## src/rtl/riscv_pkg.sv

```systemverilog
// Shared core types and constants.
// Fetch-side bundles used by the prefetch buffer.
package riscv_pkg;

  localparam int XLEN = 32;
  localparam logic [XLEN-1:0] INSTR_NOP = 32'h0000_0013;
  localparam logic [XLEN-1:0] RESET_PC_DEF = 32'h0000_0000;
  localparam logic [XLEN-1:0] ILEN_BYTES = 32'd4;

  typedef logic [XLEN-1:0] word_t;

  typedef struct packed {
    word_t pc;
    word_t instr;
  } fetch_entry_t;

  function automatic word_t align_pc(word_t pc);
    return {pc[XLEN-1:2], 2'b00};
  endfunction

endpackage

```

## src/rtl/sync_fifo_flush.sv

```systemverilog
// Synchronous FIFO with flush and occupancy count.
// Head data is visible combinationally; flush beats push/pop.
module sync_fifo_flush #(
  parameter int WIDTH = 32,
  parameter int DEPTH = 4,
  localparam int AW = $clog2(DEPTH),
  localparam int CW = AW + 1
) (
  input  logic             clk_i,
  input  logic             rst_ni,
  input  logic             flush_i,
  input  logic             push_i,
  input  logic [WIDTH-1:0] data_i,
  input  logic             pop_i,
  output logic [WIDTH-1:0] head_o,
  output logic [CW-1:0]    count_o
);

  logic [WIDTH-1:0] mem_q [DEPTH];
  logic [AW-1:0] rd_q, rd_d;
  logic [AW-1:0] wr_q, wr_d;
  logic [CW-1:0] cnt_q, cnt_d;
  logic full, empty;
  logic do_push, do_pop;

  assign full    = (cnt_q == CW'(DEPTH));
  assign empty   = (cnt_q == '0);
  assign do_pop  = pop_i && !empty && !flush_i;
  assign do_push = push_i && (!full || do_pop) && !flush_i;
  assign head_o  = mem_q[rd_q];
  assign count_o = cnt_q;

  always_comb begin
    rd_d  = rd_q;
    wr_d  = wr_q;
    cnt_d = cnt_q;
    if (flush_i) begin
      rd_d  = '0;
      wr_d  = '0;
      cnt_d = '0;
    end else begin
      if (do_pop) rd_d = rd_q + AW'(1);
      if (do_push) wr_d = wr_q + AW'(1);
      cnt_d = cnt_q + CW'(do_push) - CW'(do_pop);
    end
  end

  always_ff @(posedge clk_i) begin
    if (!rst_ni) begin
      rd_q  <= '0;
      wr_q  <= '0;
      cnt_q <= '0;
    end else begin
      rd_q  <= rd_d;
      wr_q  <= wr_d;
      cnt_q <= cnt_d;
    end
  end

  always_ff @(posedge clk_i) begin
    if (do_push) mem_q[wr_q] <= data_i;
  end

endmodule

```

## src/rtl/ifetch_prefetch_buffer.sv

```systemverilog
// Sequential instruction prefetcher feeding the IF/ID register.
// Credit-limited requests, in-order responses, redirect flush.
module ifetch_prefetch_buffer
  import riscv_pkg::*;
#(
  parameter int DEPTH = 4,
  parameter logic [31:0] RESET_PC = RESET_PC_DEF
) (
  input  logic        clk,
  input  logic        rst,
  input  logic        redirect_valid,
  input  logic [31:0] redirect_pc,
  output logic        fetch_valid,
  input  logic        fetch_ready,
  output logic [31:0] fetch_instr,
  output logic [31:0] fetch_pc,
  output logic        imem_req_valid,
  input  logic        imem_req_ready,
  output logic [31:0] imem_req_addr,
  input  logic        imem_rsp_valid,
  input  logic [31:0] imem_rsp_data
);

  localparam int CW = $clog2(DEPTH) + 1;

  word_t fetch_pc_q, fetch_pc_d;
  logic [CW-1:0] inflight_q, inflight_d;
  logic [CW-1:0] stale_q, stale_d;
  logic [CW-1:0] q_cnt, tag_cnt;
  logic [CW:0] credit;
  fetch_entry_t q_head, q_wdata;
  word_t tag_head;
  logic req_fire, rsp_ok, rsp_keep, pop, q_nonempty;

  assign credit = {1'b0, q_cnt} + {1'b0, inflight_q};
  assign q_nonempty = (q_cnt != '0);

  assign imem_req_valid = rst && !redirect_valid
                       && (credit < (CW+1)'(DEPTH));
  assign imem_req_addr  = fetch_pc_q;
  assign req_fire = imem_req_valid && imem_req_ready;

  // Responses with no outstanding request are ignored entirely.
  assign rsp_ok   = imem_rsp_valid && (inflight_q != '0);
  assign rsp_keep = rsp_ok && (stale_q == '0) && !redirect_valid;

  assign fetch_valid = rst && q_nonempty && !redirect_valid;
  assign fetch_instr = q_nonempty ? q_head.instr : '0;
  assign fetch_pc    = q_nonempty ? q_head.pc : '0;
  assign pop = fetch_valid && fetch_ready;

  assign q_wdata = '{pc: tag_head, instr: imem_rsp_data};

  sync_fifo_flush #(
    .WIDTH($bits(fetch_entry_t)),
    .DEPTH(DEPTH)
  ) u_instr_q (
    .clk_i  (clk),
    .rst_ni (rst),
    .flush_i(redirect_valid),
    .push_i (rsp_keep),
    .data_i (q_wdata),
    .pop_i  (pop),
    .head_o (q_head),
    .count_o(q_cnt)
  );

  sync_fifo_flush #(
    .WIDTH(32),
    .DEPTH(DEPTH)
  ) u_tag_q (
    .clk_i  (clk),
    .rst_ni (rst),
    .flush_i(redirect_valid),
    .push_i (req_fire),
    .data_i (fetch_pc_q),
    .pop_i  (rsp_keep),
    .head_o (tag_head),
    .count_o(tag_cnt)
  );

  always_comb begin
    fetch_pc_d = fetch_pc_q;
    inflight_d = inflight_q;
    stale_d    = stale_q;
    if (redirect_valid) begin
      // Everything still outstanding becomes stale.
      inflight_d = inflight_q - CW'(rsp_ok);
      stale_d    = inflight_q - CW'(rsp_ok);
      fetch_pc_d = align_pc(redirect_pc);
    end else begin
      inflight_d = inflight_q + CW'(req_fire) - CW'(rsp_ok);
      if (rsp_ok && (stale_q != '0)) stale_d = stale_q - CW'(1);
      if (req_fire) fetch_pc_d = fetch_pc_q + ILEN_BYTES;
    end
  end

  always_ff @(posedge clk) begin
    if (!rst) begin
      fetch_pc_q <= RESET_PC;
      inflight_q <= '0;
      stale_q    <= '0;
    end else begin
      fetch_pc_q <= fetch_pc_d;
      inflight_q <= inflight_d;
      stale_q    <= stale_d;
    end
  end

  a_rsp_credit: assert property (
    @(posedge clk) disable iff (!rst)
    !(imem_rsp_valid && (inflight_q == '0)));

  a_tag_track: assert property (
    @(posedge clk) disable iff (!rst)
    tag_cnt == (inflight_q - stale_q));

endmodule
```

## config.mk

```make
export PLATFORM = sky130hd
export DESIGN_NAME = ifetch_prefetch_buffer
export DESIGN_NICKNAME = d
export VERILOG_FILES = /design/src/rtl/riscv_pkg.sv /design/src/rtl/sync_fifo_flush.sv /design/src/rtl/ifetch_prefetch_buffer.sv
export SDC_FILE = /design/constraint.sdc
export NUM_CORES = 1
export LEC_CHECK = 0
export ABC_CLOCK_PERIOD_IN_PS = 8010
export CORE_MARGIN = 1
export CORE_UTILIZATION = 61
export DETAILED_ROUTE_END_ITERATION = 10
export GPL_ROUTABILITY_DRIVEN = 1
export PLACE_DENSITY = 0.85
export SLEW_MARGIN = 10
export SYNTH_ARGS = -nofsm -noshare
export SYNTH_HDL_FRONTEND = slang
export SYNTH_SLANG_ARGS = --single-unit
```

## constraint.sdc

```tcl
create_clock -name clk -period 8.01 [get_ports clk]
set_input_delay 2.403 -clock clk [delete_from_list [all_inputs] [get_ports clk]]
set_output_delay 2.403 -clock clk [all_outputs]
set_load 0.005 [all_outputs]
```

==> reports/summary.txt, run 1 <==
# nets final -> 1,188
Max Transition Viols Final -> 0
Met2 wire len -> 17,950 µm
Number of fill cells -> 1,520
Worst vdd rail ir drop -> 0.1316 mV
Largest fanout of any net on the critical path -> 29
Total routed wire length on the met1 layer -> 13,830 µm
Cell chosen for the clock root -> sky130_fd_sc_hd__clkbuf_16
DPL Wire Length -> 19,900 µm
DRT iter0 DRCs -> 809
Overall track demand over capacity in global routing -> 0.2595
Antenna violations before repair -> 0
Max Freq -> 151.8 MHz
Number of buffers added by the clock tree synthesis step -> 41
Post-route worst hold slack -> 0.5309 ns
Netlist Area Pre-Place -> 16,730 µm²
Hold/Removal Path Class -> flip-flop to flip-flop
Clock sink total -> 422
Worst clock skew -> 0.01443 ns
Hold Path Stages -> 2
Portion of synthesized cell area occupied by the leading cell type -> 0.6604
Placer congestion estimate -> 0.8473
Port Buf Inserts -> 161
Required time of the worst setup path -> 5.61 ns
RSZ-0062 raised after global routing -> no
Area added between synthesis and finish -> 20.01%
Endpoint of the worst-slack reg-to-reg timing path -> u_instr_q.mem_q[3][27]
Count of synthesis-stage warnings from yosys -> 0
Number of synthesized flops with an enable pin -> 368
Drt first pass iters -> 5
Post-CTS Repair Setup Buffers -> 0
Classification of the worst setup path -> input port to output pin
Cell accounting for the most synthesized area -> sky130_fd_sc_hd__edfxtp_1
Fraction of final layout cells with drive strength greater than 1 -> 0.1661
Count of different cell masters after synthesis -> 49
Final hold viol count -> 0
Count of antenna diodes in the layout -> 0
Mean number of vias per cell -> 6.170
Top routing layer in use -> met4
Synth area leaders -> sky130_fd_sc_hd__edfxtp_1 (66%), sky130_fd_sc_hd__mux4_2 (12%), sky130_fd_sc_hd__dfxtp_1 (6.5%)
Routed vias -> 9,051
Power density over the cells -> 241.8 nW/µm²
Vertical extent of the die -> 167.6 µm
Die Wd -> 167.6 µm
First-pass GRT wire length -> 53,920 µm
Cts repair resizes -> 0
Max-Slew Margin vs Limit -> 0.2614
Fin Setup TNS -> 0 ns
Reg2reg path depth -> 7
Max-cap violation count -> 0
Area of the die -> 28,100 µm²
Number of placement rows -> 60
Worst setup EP type -> output pin
Non-Filler Instances -> 1,467
Average wire per standard cell -> 24.06 µm
Hold wc startpoint -> u_tag_q.rd_q[1]
Post-detailed-route DRC marker count -> 0
Data arrival at the endpoint of the critical path -> 4.19 ns
Run status -> finished, final reports clean
Final core utilization -> 0.7451
Setup violators final -> 0
Congestion Overflow GR -> 0
CP startpoint kind -> input port
Maximum number of pins on one net before global-route repair -> 66
# hold bufs at CTS -> 0
Initial standard-cell utilization of the core -> 0.6208
Number of global-route vias before repair -> 9,224
Clock latency of the later-clocked register in the worst-skew pair -> 0.53 ns
TritonCTS clock tree -> done
Worst-Margin Slew -> 1.108 ns
Launch instance of the worst register-to-register path -> stale_q[0]
Reg2Reg Setup Slack -> 4.37 ns
Number of top-level pins -> 168
H-tree level count -> 2
Average size of a mapped cell -> 18.25 µm²
Antenna viol nets, final -> 0
Total wirelength of the detailed-routed design -> 35,290 µm
Share of the yosys chip area belonging to registers -> 0.7250
Leakage component of the power -> 6.478 nW
Synthesized flop and latch total -> 422
Sum of met3 wire segment lengths after detailed routing -> 2505 µm
Portion of the clock cycle consumed by the worst path in the final layout -> 0.8226
Share of synthesized registers carrying an async set or reset -> 0
Area of the core -> 26,950 µm²
Leading register cell type out of synthesis -> sky130_fd_sc_hd__edfxtp_1
DP Cell Count -> 1,392
Worst-case clock buffer depth -> 3
Synthesized instance count -> 917
Final worst path period need -> 6.589 ns
Reg clk slew, reported paths -> 0.06 ns
==> critical path, cell delays in order <==
cell and delay, ns:
sky130_fd_sc_hd__clkdlybuf4s50_1 0.39, sky130_fd_sc_hd__buf_4 0.23, sky130_fd_sc_hd__nand2b_1 0.18, sky130_fd_sc_hd__buf_4 0.23, sky130_fd_sc_hd__nor3_1 0.20, sky130_fd_sc_hd__clkdlybuf4s50_1 0.54
==> Yosys cell counts, drive strengths merged (8+ instances only) <==
library cell,number
ha,21
mux4,92
nand4,17
xnor2,14
and2,78
clkbuf,31
nor2,22
inv,21
dfxtp,54
nand3,15
o21ai,27
nand2,33
a21oi,14
edfxtp,368
buf,17
nor3,8
xor2,21
==> registers in the layout, summed over array words and instances, names as in the netlist, named ones only <==
name,flops
u_tag_q.mem_q,120
u_tag_q.count_o,3
inflight_q,3
stale_q,3
u_instr_q.wr_q,2
u_instr_q.count_o,3
u_tag_q.wr_q,2
u_instr_q.mem_q,248
imem_req_addr,30
u_instr_q.rd_q,2
u_tag_q.rd_q,2
==> cells by family (layout without fill, tap and decap cells) <==
kind of cell,after synthesis,after routing,share of synthesized area
flip-flops,422,422,0.7250
AND/OR/NAND/NOR,204,204,0.06805
multiplexers,97,97,0.1270
buffers and inverters,70,276,0.01765
AO/OA/AOI/OAI,64,64,0.02438
XOR/XNOR,35,35,0.01832
adder cells (fa/ha/maj),24,24,0.01929
other,1,4,0.0002241
==> routing by layer <==
metal | global-route usage | vias to the layer above
met5 | 0 | -
met4 | 0.09334 | 0
met3 | 0.04420 | 61
met2 | 0.4384 | 460
met1 | 0.3438 | 4609
li1 | - | 3921
==> final cells by class <==
type,count,area [µm²],area share
clock inverter,24,279.0,0.01389
sequential,422,12140,0.6045
inverter,22,82.58,0.004112
timing repair buffer,179,1747,0.08698
multi-input combinational,428,4323,0.2153
clock buffer,51,1084,0.05396
tap,341,426.7,0.02125
==> report_power, final <==
part / total, mW / internal, mW / switching [mW]
Combinational: 0.374 / 0.189 / 0.185
Clock: 1.95 / 1.16 / 0.795
Sequential: 2.53 / 2.47 / 0.0562
==> cells in the final DEF (no fill, tap or decap), types with 6 or more instances in the layout <==
cell type and n:
sky130_fd_sc_hd__clkdlybuf4s50_1 161, sky130_fd_sc_hd__nand3_1 15, sky130_fd_sc_hd__nor4_1 6, sky130_fd_sc_hd__o21ai_0 27, sky130_fd_sc_hd__clkbuf_16 41, sky130_fd_sc_hd__edfxtp_1 368, sky130_fd_sc_hd__nor2b_1 6, sky130_fd_sc_hd__a21oi_1 14
sky130_fd_sc_hd__buf_4 18, sky130_fd_sc_hd__clkinv_1 8, sky130_fd_sc_hd__a21boi_0 6, sky130_fd_sc_hd__nand4_1 17, sky130_fd_sc_hd__and2_1 74, sky130_fd_sc_hd__xor2_1 21, sky130_fd_sc_hd__xnor2_1 14, sky130_fd_sc_hd__dfxtp_1 50
sky130_fd_sc_hd__clkbuf_1 8, sky130_fd_sc_hd__clkinv_2 6, sky130_fd_sc_hd__nand2_1 33, sky130_fd_sc_hd__bufinv_16 6, sky130_fd_sc_hd__inv_1 20, sky130_fd_sc_hd__nor3_1 7, sky130_fd_sc_hd__ha_1 21, sky130_fd_sc_hd__nor2_1 22
sky130_fd_sc_hd__mux4_2 92
==> how the worst max path moves through the flow <==
stage | from | endpoint
floorplan | redirect_valid | fetch_valid
global placement | redirect_valid | imem_req_valid
detailed placement | redirect_valid | imem_req_valid
CTS | redirect_valid | imem_req_valid
global route | redirect_valid | imem_req_valid
finish | redirect_valid | imem_req_valid
==> per-stage QoR <==
stage | setup slack [ns] | power (mW) | area [µm²]
6_report | 1.421 | 4.856 | 20080
5_1_grt | 1.341 | 5.000 | 20080
4_1_cts | 1.408 | 4.880 | 20080
3_5_place_dp | 1.429 | 2.940 | 18720
3_3_place_gp | 1.389 | 2.922 | 18720
2_1_floorplan | 2.446 | 2.768 | 16740
Power figures use the tool's default switching activity.
==> inputs of run 2 (changes only) <==
--- a/config.mk
+++ b/config.mk
@@ -5,12 +5,12 @@
 export SDC_FILE = /design/constraint.sdc
 export NUM_CORES = 1
 export LEC_CHECK = 0
-export ABC_CLOCK_PERIOD_IN_PS = 8010
+export ABC_CLOCK_PERIOD_IN_PS = 6500
 export CORE_MARGIN = 1
-export CORE_UTILIZATION = 61
+export CORE_UTILIZATION = 57
 export DETAILED_ROUTE_END_ITERATION = 10
 export GPL_ROUTABILITY_DRIVEN = 1
-export PLACE_DENSITY = 0.85
+export PLACE_DENSITY = 0.8
 export SLEW_MARGIN = 10
 export SYNTH_ARGS = -nofsm -noshare
 export SYNTH_HDL_FRONTEND = slang
==> constraint.sdc (replaced) <==
create_clock -name clk -period 6.5 [get_ports clk]
set_input_delay 1.95 -clock clk [delete_from_list [all_inputs] [get_ports clk]]
set_output_delay 1.95 -clock clk [all_outputs]
set_load 0.005 [all_outputs]
==> reports/summary.txt, run 2 (same netlist as run 1, synthesis figures left out) <==
Run status -> finished, final reports clean (unchanged)
Antenna viol nets, final -> 0 (unchanged)
Number of global-route vias before repair -> 8,935 (was 9,224)
Clock group share of total power -> 0.384 (was 0.402)
Port Buf Inserts -> 161 (unchanged)
Overall track demand over capacity in global routing -> 0.2241 (was 0.2595)
Leakage component of the power -> 6.457 nW (was 6.478 nW)
H-tree level count -> 2 (unchanged)
DPL Wire Length -> 19,300 µm (was 19,900 µm)
Placer congestion estimate -> 0.8322 (was 0.8473)
First-pass GRT wire length -> 51,300 µm (was 53,920 µm)
Fraction of final layout cells with drive strength greater than 1 -> 0.1636 (was 0.1661)
Antenna violations before repair -> 0 (unchanged)
Hold Path Stages -> 2 (unchanged)
Max Transition Viols Final -> 0 (unchanged)
Cts repair resizes -> 0 (unchanged)
Total net switching power -> 1.226 mW (was 1.036 mW)
Post-CTS Repair Setup Buffers -> 0 (unchanged)
Number of fill cells -> 1,830 (was 1,520)
Hold wc startpoint -> u_instr_q.rd_q[1] (was u_tag_q.rd_q[1])
Register with the most flip-flops -> u_instr_q.mem_q (unchanged)
Commonest cells after routing, fill and taps aside -> sky130_fd_sc_hd__edfxtp_1 (368), sky130_fd_sc_hd__clkdlybuf4s50_1 (161), sky130_fd_sc_hd__mux4_2 (92) (unchanged)
Max-cap violation count -> 0 (unchanged)
Drt first pass iters -> 5 (unchanged)
Worst setup EP type -> output pin (unchanged)
Clock latency of the later-clocked register in the worst-skew pair -> 0.53 ns (about the same)
# hold bufs at CTS -> 0 (unchanged)
Endpoint of the worst-slack reg-to-reg timing path -> inflight_q[2] (was u_instr_q.mem_q[3][27])
Data arrival at the endpoint of the critical path -> 3.69 ns (was 4.19 ns)
Mean number of vias per cell -> 5.777 (was 6.170)
Area of the die -> 30,040 µm² (was 28,100 µm²)
RSZ-0062 raised after global routing -> no (unchanged)
Setup violators final -> 0 (unchanged)
Reg clk slew, reported paths -> 0.06 ns (about the same)
Critical Path Most Common Cell -> sky130_fd_sc_hd__clkdlybuf4s50_1
Area of the core -> 28,780 µm² (was 26,950 µm²)
Switching power as a share of total power -> 0.2115 (was 0.2133)
Hold/Removal Path Class -> flip-flop to flip-flop (unchanged)
Reg2reg path depth -> 12 (was 7)
Share of total power in combinational logic -> 0.079 (was 0.077)
Classification of the worst setup path -> input port to output pin (unchanged)
Portion of the clock cycle consumed by the worst path in the final layout -> 0.8672
DRT iter0 DRCs -> 670 (was 809)
Initial standard-cell utilization of the core -> 0.5814 (was 0.6208)
Worst clock skew -> 0.02269 ns (was 0.01443 ns)
Post-detailed-route DRC marker count -> 0 (unchanged)
Number of top-level pins -> 168 (unchanged)
Worst vdd rail ir drop -> 0.1875 mV (was 0.1316 mV)
Max-Slew Margin vs Limit -> 0.4039 (was 0.2614)
Number of buffers added by the clock tree synthesis step -> 41 (unchanged)
Fin Setup TNS -> 0 ns (unchanged)
TritonCTS clock tree -> done (unchanged)
Vertical extent of the die -> 173.3 µm (was 167.6 µm)
Non-Filler Instances -> 1,515 (was 1,467)
Pint -> 4.570 mW (was 3.820 mW)
DP Cell Count -> 1,440 (was 1,392)
Average wire per standard cell -> 21.40 µm (was 24.06 µm)
Congestion Overflow GR -> 0 (unchanged)
Largest fanout of any net on the critical path -> 11 (was 29)
Maximum number of pins on one net before global-route repair -> 66 (unchanged)
Critical-path cell list -> clkdlybuf4s50_1 > nor2b_1 > and2_1 > clkdlybuf4s50_1 (was clkdlybuf4s50_1 > buf_4 > nand2b_1 > buf_4 > nor3_1 > clkdlybuf4s50_1)
Final hold viol count -> 0 (unchanged)
Launch instance of the worst register-to-register path -> inflight_q[2] (was stale_q[0])
CP startpoint kind -> input port (unchanged)
Die Wd -> 173.3 µm (was 167.6 µm)
Delay of the slowest critical-path stage -> 0.69 ns (was 0.54 ns)
Clock sink total -> 422 (unchanged)
Max Freq -> 177.4 MHz
Number of placement rows -> 62 (was 60)
Power density over the cells -> 288.5 nW/µm² (was 241.8 nW/µm²)
Reg2Reg Setup Slack -> 3.21 ns (was 4.37 ns)
Worst-Margin Slew -> 0.8942 ns (was 1.108 ns)
Cell chosen for the clock root -> sky130_fd_sc_hd__clkbuf_16 (unchanged)
Part of the total power dissipated in sequential elements -> 0.537 (was 0.521)
Area added between synthesis and finish -> 20.06% (was 20.01%)
Worst-case clock buffer depth -> 3 (unchanged)
Count of antenna diodes in the layout -> 0 (unchanged)
Most frequent standard cell in the layout excluding fill and tap cells -> sky130_fd_sc_hd__edfxtp_1 (unchanged)
Final worst path period need -> 5.637 ns
Largest register FFs -> 248 (unchanged)
# nets final -> 1,193 (was 1,188)
Total wirelength of the detailed-routed design -> 32,420 µm (was 35,290 µm)
Critical path's slowest cell -> sky130_fd_sc_hd__clkdlybuf4s50_1 (unchanged)
Required time of the worst setup path -> 4.55 ns (was 5.61 ns)
Routed vias -> 8,752 (was 9,051)
## run 2: cell count changes in the layout (fill, tap and decap cells not counted), sizes merged
cell | before | now
buf | 18 | 23
inv | 24 | 22
clkbuf | 51 | 60
clkinv | 15 | 13
bufinv | 6 | 1
## run 2: worst max path at each step
stage,slack (ns),endpoint,cells past startpoint,start
final,0.86,fetch_valid,4,rst
after floorplan,1.61,u_instr_q.mem_q[0][0],4,imem_rsp_valid
after global routing,0.75,fetch_valid,4,rst
after detailed placement,0.88,fetch_valid,4,rst
after global placement,0.90,fetch_valid,4,rst
after CTS,0.87,fetch_valid,4,rst
## run 2: per-stage QoR
step	setup WS, ns	instance area (µm²)	hold WS [ns]	util	total power, mW
3_3_place_gp	0.8971	18820	0.4977	0.6540	3.610
3_5_place_dp	0.8777	18820	0.5134	0.6540	3.626
6_report	0.8635	20090	0.5325	0.6980	5.796
5_1_grt	0.7511	20090	0.5659	0.6980	6.000
4_1_cts	0.8654	20090	0.5320	0.6980	5.837
2_1_floorplan	1.606	16740	0.4847	-	3.411
## run 2: power groups by stage
| stage | clock [mW] | sequential [mW] | combinational, mW |
|---|---|---|---|
| after floorplan | 0 | 3.15 | 0.266 |
| after global placement | 0 | 3.16 | 0.450 |
| after detailed placement | 0 | 3.17 | 0.460 |
| after CTS | 2.26 | 3.11 | 0.465 |
| after global routing | 2.37 | 3.12 | 0.507 |
| final | 2.23 | 3.11 | 0.459 |
## run 2: area by class of cell
cell class	count	area [µm²]	share of cell area
Multi-Input combinational cell	428	4323	0.2152
Timing Repair Buffer	184	1797	0.08944
Sequential cell	422	12140	0.6043
Inverter	22	82.58	0.004111
Clock inverter	15	96.34	0.004796
Clock buffer	60	1170	0.05824
Tap cell	384	480.5	0.02392
## run 2: per-layer routing
layer / GRT usage / wire length [µm] / vias up
li1: - / - / 3941
met1: 0.3138 / 13600 / 4411
met2: 0.3718 / 16330 / 358
met3: 0.03750 / 2008 / 42
met4: 0.05457 / 478 / 0
met5: 0 / 0 / -
## run 2: worst max-delay path, delay by kind of cell
kind | cells | cell delay [ns]
buf+inv | 2 | 1.19
simple gates | 2 | 0.55
==> inputs of run 3 (changes only) <==
--- a/config.mk
+++ b/config.mk
@@ -6,12 +6,11 @@
 export NUM_CORES = 1
 export LEC_CHECK = 0
 export ABC_CLOCK_PERIOD_IN_PS = 6500
-export CORE_MARGIN = 1
 export CORE_UTILIZATION = 57
 export DETAILED_ROUTE_END_ITERATION = 10
-export GPL_ROUTABILITY_DRIVEN = 1
+export GPL_ROUTABILITY_DRIVEN = 0
 export PLACE_DENSITY = 0.8
-export SLEW_MARGIN = 10
+export SLEW_MARGIN = 40
 export SYNTH_ARGS = -nofsm -noshare
 export SYNTH_HDL_FRONTEND = slang
 export SYNTH_SLANG_ARGS = --single-unit
==> reports/summary.txt, run 3 (same netlist as run 1, synthesis figures left out) <==
Largest fanout of any net on the critical path -> 11 (unchanged)
Pint -> 4.573 mW (was 4.570 mW)
# nets final -> 1,196 (was 1,193)
Number of global-route vias before repair -> 8,894 (was 8,935)
Area of the core -> 28,780 µm² (unchanged)
Run status -> finished, final reports clean (unchanged)
Total wirelength of the detailed-routed design -> 32,030 µm (was 32,420 µm)
Congestion Overflow GR -> 0 (unchanged)
Antenna violations before repair -> 0 (unchanged)
Worst setup EP type -> output pin (unchanged)
Most frequent standard cell in the layout excluding fill and tap cells -> sky130_fd_sc_hd__edfxtp_1 (unchanged)
Number of buffers added by the clock tree synthesis step -> 41 (unchanged)
Setup violators final -> 0 (unchanged)
Clock group share of total power -> 0.383 (was 0.384)
Post-CTS Repair Setup Buffers -> 0 (unchanged)
Share of total power in combinational logic -> 0.080 (was 0.079)
Worst-Margin Slew -> 0.7191 ns (was 0.8942 ns)
Clock sink total -> 422 (unchanged)
Portion of the clock cycle consumed by the worst path in the final layout -> 0.8636 (was 0.8672)
Launch instance of the worst register-to-register path -> inflight_q[2] (unchanged)
Worst-case clock buffer depth -> 3 (unchanged)
Hold wc startpoint -> u_instr_q.rd_q[1] (unchanged)
Cts repair resizes -> 0 (unchanged)
Post-detailed-route DRC marker count -> 0 (unchanged)
Fraction of final layout cells with drive strength greater than 1 -> 0.1702 (was 0.1636)
TritonCTS clock tree -> done (unchanged)
Drt first pass iters -> 5 (unchanged)
Max Freq -> 178.1 MHz (was 177.4 MHz)
Worst vdd rail ir drop -> 0.1717 mV (was 0.1875 mV)
CP Launch Point -> rst (unchanged)
Classification of the worst setup path -> input port to output pin (unchanged)
Area added between synthesis and finish -> 20.48% (was 20.06%)
Number of placement rows -> 62 (unchanged)
Cell chosen for the clock root -> sky130_fd_sc_hd__clkbuf_16 (unchanged)
DPL Wire Length -> 19,470 µm (was 19,300 µm)
Largest register FFs -> 248 (unchanged)
Placement Setup Slack -> 0.8922 ns (was 0.8777 ns)
Hold/Removal Path Class -> flip-flop to flip-flop (unchanged)
Power density over the cells -> 287.2 nW/µm² (was 288.5 nW/µm²)
Initial standard-cell utilization of the core -> 0.5814 (unchanged)
Mean number of vias per cell -> 5.767 (was 5.777)
Overall track demand over capacity in global routing -> 0.2194 (was 0.2241)
Cell area after placement -> 18,870 µm² (was 18,820 µm²)
Final worst path period need -> 5.613 ns (was 5.637 ns)
Leakage component of the power -> 6.494 nW (was 6.457 nW)
Switching power as a share of total power -> 0.2101 (was 0.2115)
Port Buf Inserts -> 161 (unchanged)
Max-Slew Margin vs Limit -> 0.5206 (was 0.4039)
# hold bufs at CTS -> 0 (unchanged)
H-tree level count -> 2 (unchanged)
Max-cap violation count -> 0 (unchanged)
Required time of the worst setup path -> 4.55 ns (about the same)
Antenna viol nets, final -> 0 (unchanged)
Endpoint of the worst-slack reg-to-reg timing path -> inflight_q[2] (unchanged)
Hold Path Stages -> 2 (unchanged)
First-pass GRT wire length -> 50,340 µm (was 51,300 µm)
Number of top-level pins -> 168 (unchanged)
Commonest cells after routing, fill and taps aside -> sky130_fd_sc_hd__edfxtp_1 (368), sky130_fd_sc_hd__clkdlybuf4s50_1 (161), sky130_fd_sc_hd__mux4_2 (92) (unchanged)
Reg clk slew, reported paths -> 0.06 ns (about the same)
Clock latency of the later-clocked register in the worst-skew pair -> 0.53 ns (about the same)
RSZ-0062 raised after global routing -> no (unchanged)
Area of the die -> 30,040 µm² (unchanged)
DRT iter0 DRCs -> 572 (was 670)
Total power -> 5.789 mW (was 5.796 mW)
Reg2Reg Setup Slack -> 3.23 ns (was 3.21 ns)
Fin Setup TNS -> 0 ns (unchanged)
Count of antenna diodes in the layout -> 0 (unchanged)
CP startpoint kind -> input port (unchanged)
Final hold viol count -> 0 (unchanged)
Routed vias -> 8,720 (was 8,752)
Total net switching power -> 1.216 mW (was 1.226 mW)
Vertical extent of the die -> 173.3 µm (unchanged)
Max Transition Viols Final -> 0 (unchanged)
Worst clock skew -> 0.01299 ns (was 0.02269 ns)
Part of the total power dissipated in sequential elements -> 0.537 (about the same)
Design Area, Final -> 20,160 µm² (was 20,090 µm²)
Worst setup margin -> 0.8867 ns (was 0.8635 ns)
Reg2reg path depth -> 12 (unchanged)
Die Wd -> 173.3 µm (unchanged)
Average wire per standard cell -> 21.18 µm (was 21.40 µm)
Register with the most flip-flops -> u_instr_q.mem_q (unchanged)
Maximum number of pins on one net before global-route repair -> 66 (unchanged)
Data arrival at the endpoint of the critical path -> 3.66 ns (was 3.69 ns)
==> run 3: changes by cell type in the layout (fill, tap and decap cells not counted), moves of 2 or more <==
| cell | previous run | this run |
|---|---|---|
| sky130_fd_sc_hd__buf_16 | 0 | 2 |
| sky130_fd_sc_hd__clkbuf_1 | 14 | 9 |
| sky130_fd_sc_hd__clkbuf_4 | 0 | 2 |
| sky130_fd_sc_hd__clkinv_1 | 9 | 5 |
==> run 3: power by group through the flow <==
stage,clock [mW],sequential [mW],combinational (mW)
final,2.22,3.11,0.462
after global routing,2.36,3.12,0.508
after CTS,2.26,3.11,0.467
after detailed placement,0,3.16,0.463
after global placement,0,3.16,0.450
after floorplan,0,3.15,0.266
==> run 3: worst max path at each step <==
stage                                       end  slack, ns  cells past startpoint
after detailed placement            fetch_valid       0.89                      4
after global placement              fetch_valid       0.90                      4
after floorplan           u_instr_q.mem_q[0][0]       1.61                      4
after global routing                fetch_valid       0.76                      4
final                               fetch_valid       0.89                      4
after CTS                           fetch_valid       0.87                      4
==> run 3: area by class of cell <==
class	count	area, µm²
Inverter	22	82.58
Clock inverter	12	91.34
Fill cell	1826	8621
Sequential cell	422	12140
Clock buffer	57	1166
Tap cell	384	480.5
Timing Repair Buffer	187	1872
Multi-Input combinational cell	428	4328
==> run 3: worst max-delay path, cell delays in order <==
cell and delay, ns:
sky130_fd_sc_hd__clkdlybuf4s50_1 0.69, sky130_fd_sc_hd__nor2b_1 0.35, sky130_fd_sc_hd__and2_1 0.18, sky130_fd_sc_hd__clkdlybuf4s50_1 0.49
==> run 3: through the flow <==
step	instances	utilization	hold slack [ns]
floorplan	920	-	0.4847
finish	1512	0.7005	0.5322
detailed placement	1442	0.6556	0.5175
CTS	1511	0.6993	0.5350
global placement	1440	0.6540	0.4977
global route	1512	0.7005	0.5552
==> run 3: metal layers <==
metal | wire length (µm) | vias up | part of all wire | global-route usage
met5 | 0 | - | 0 | 0
met2 | 16040 | 324 | 0.50 | 0.3685
met4 | 683 | 0 | 0.021 | 0.05826
met1 | 13430 | 4403 | 0.42 | 0.3019
li1 | - | 3936 | - | -
met3 | 1872 | 57 | 0.058 | 0.03553
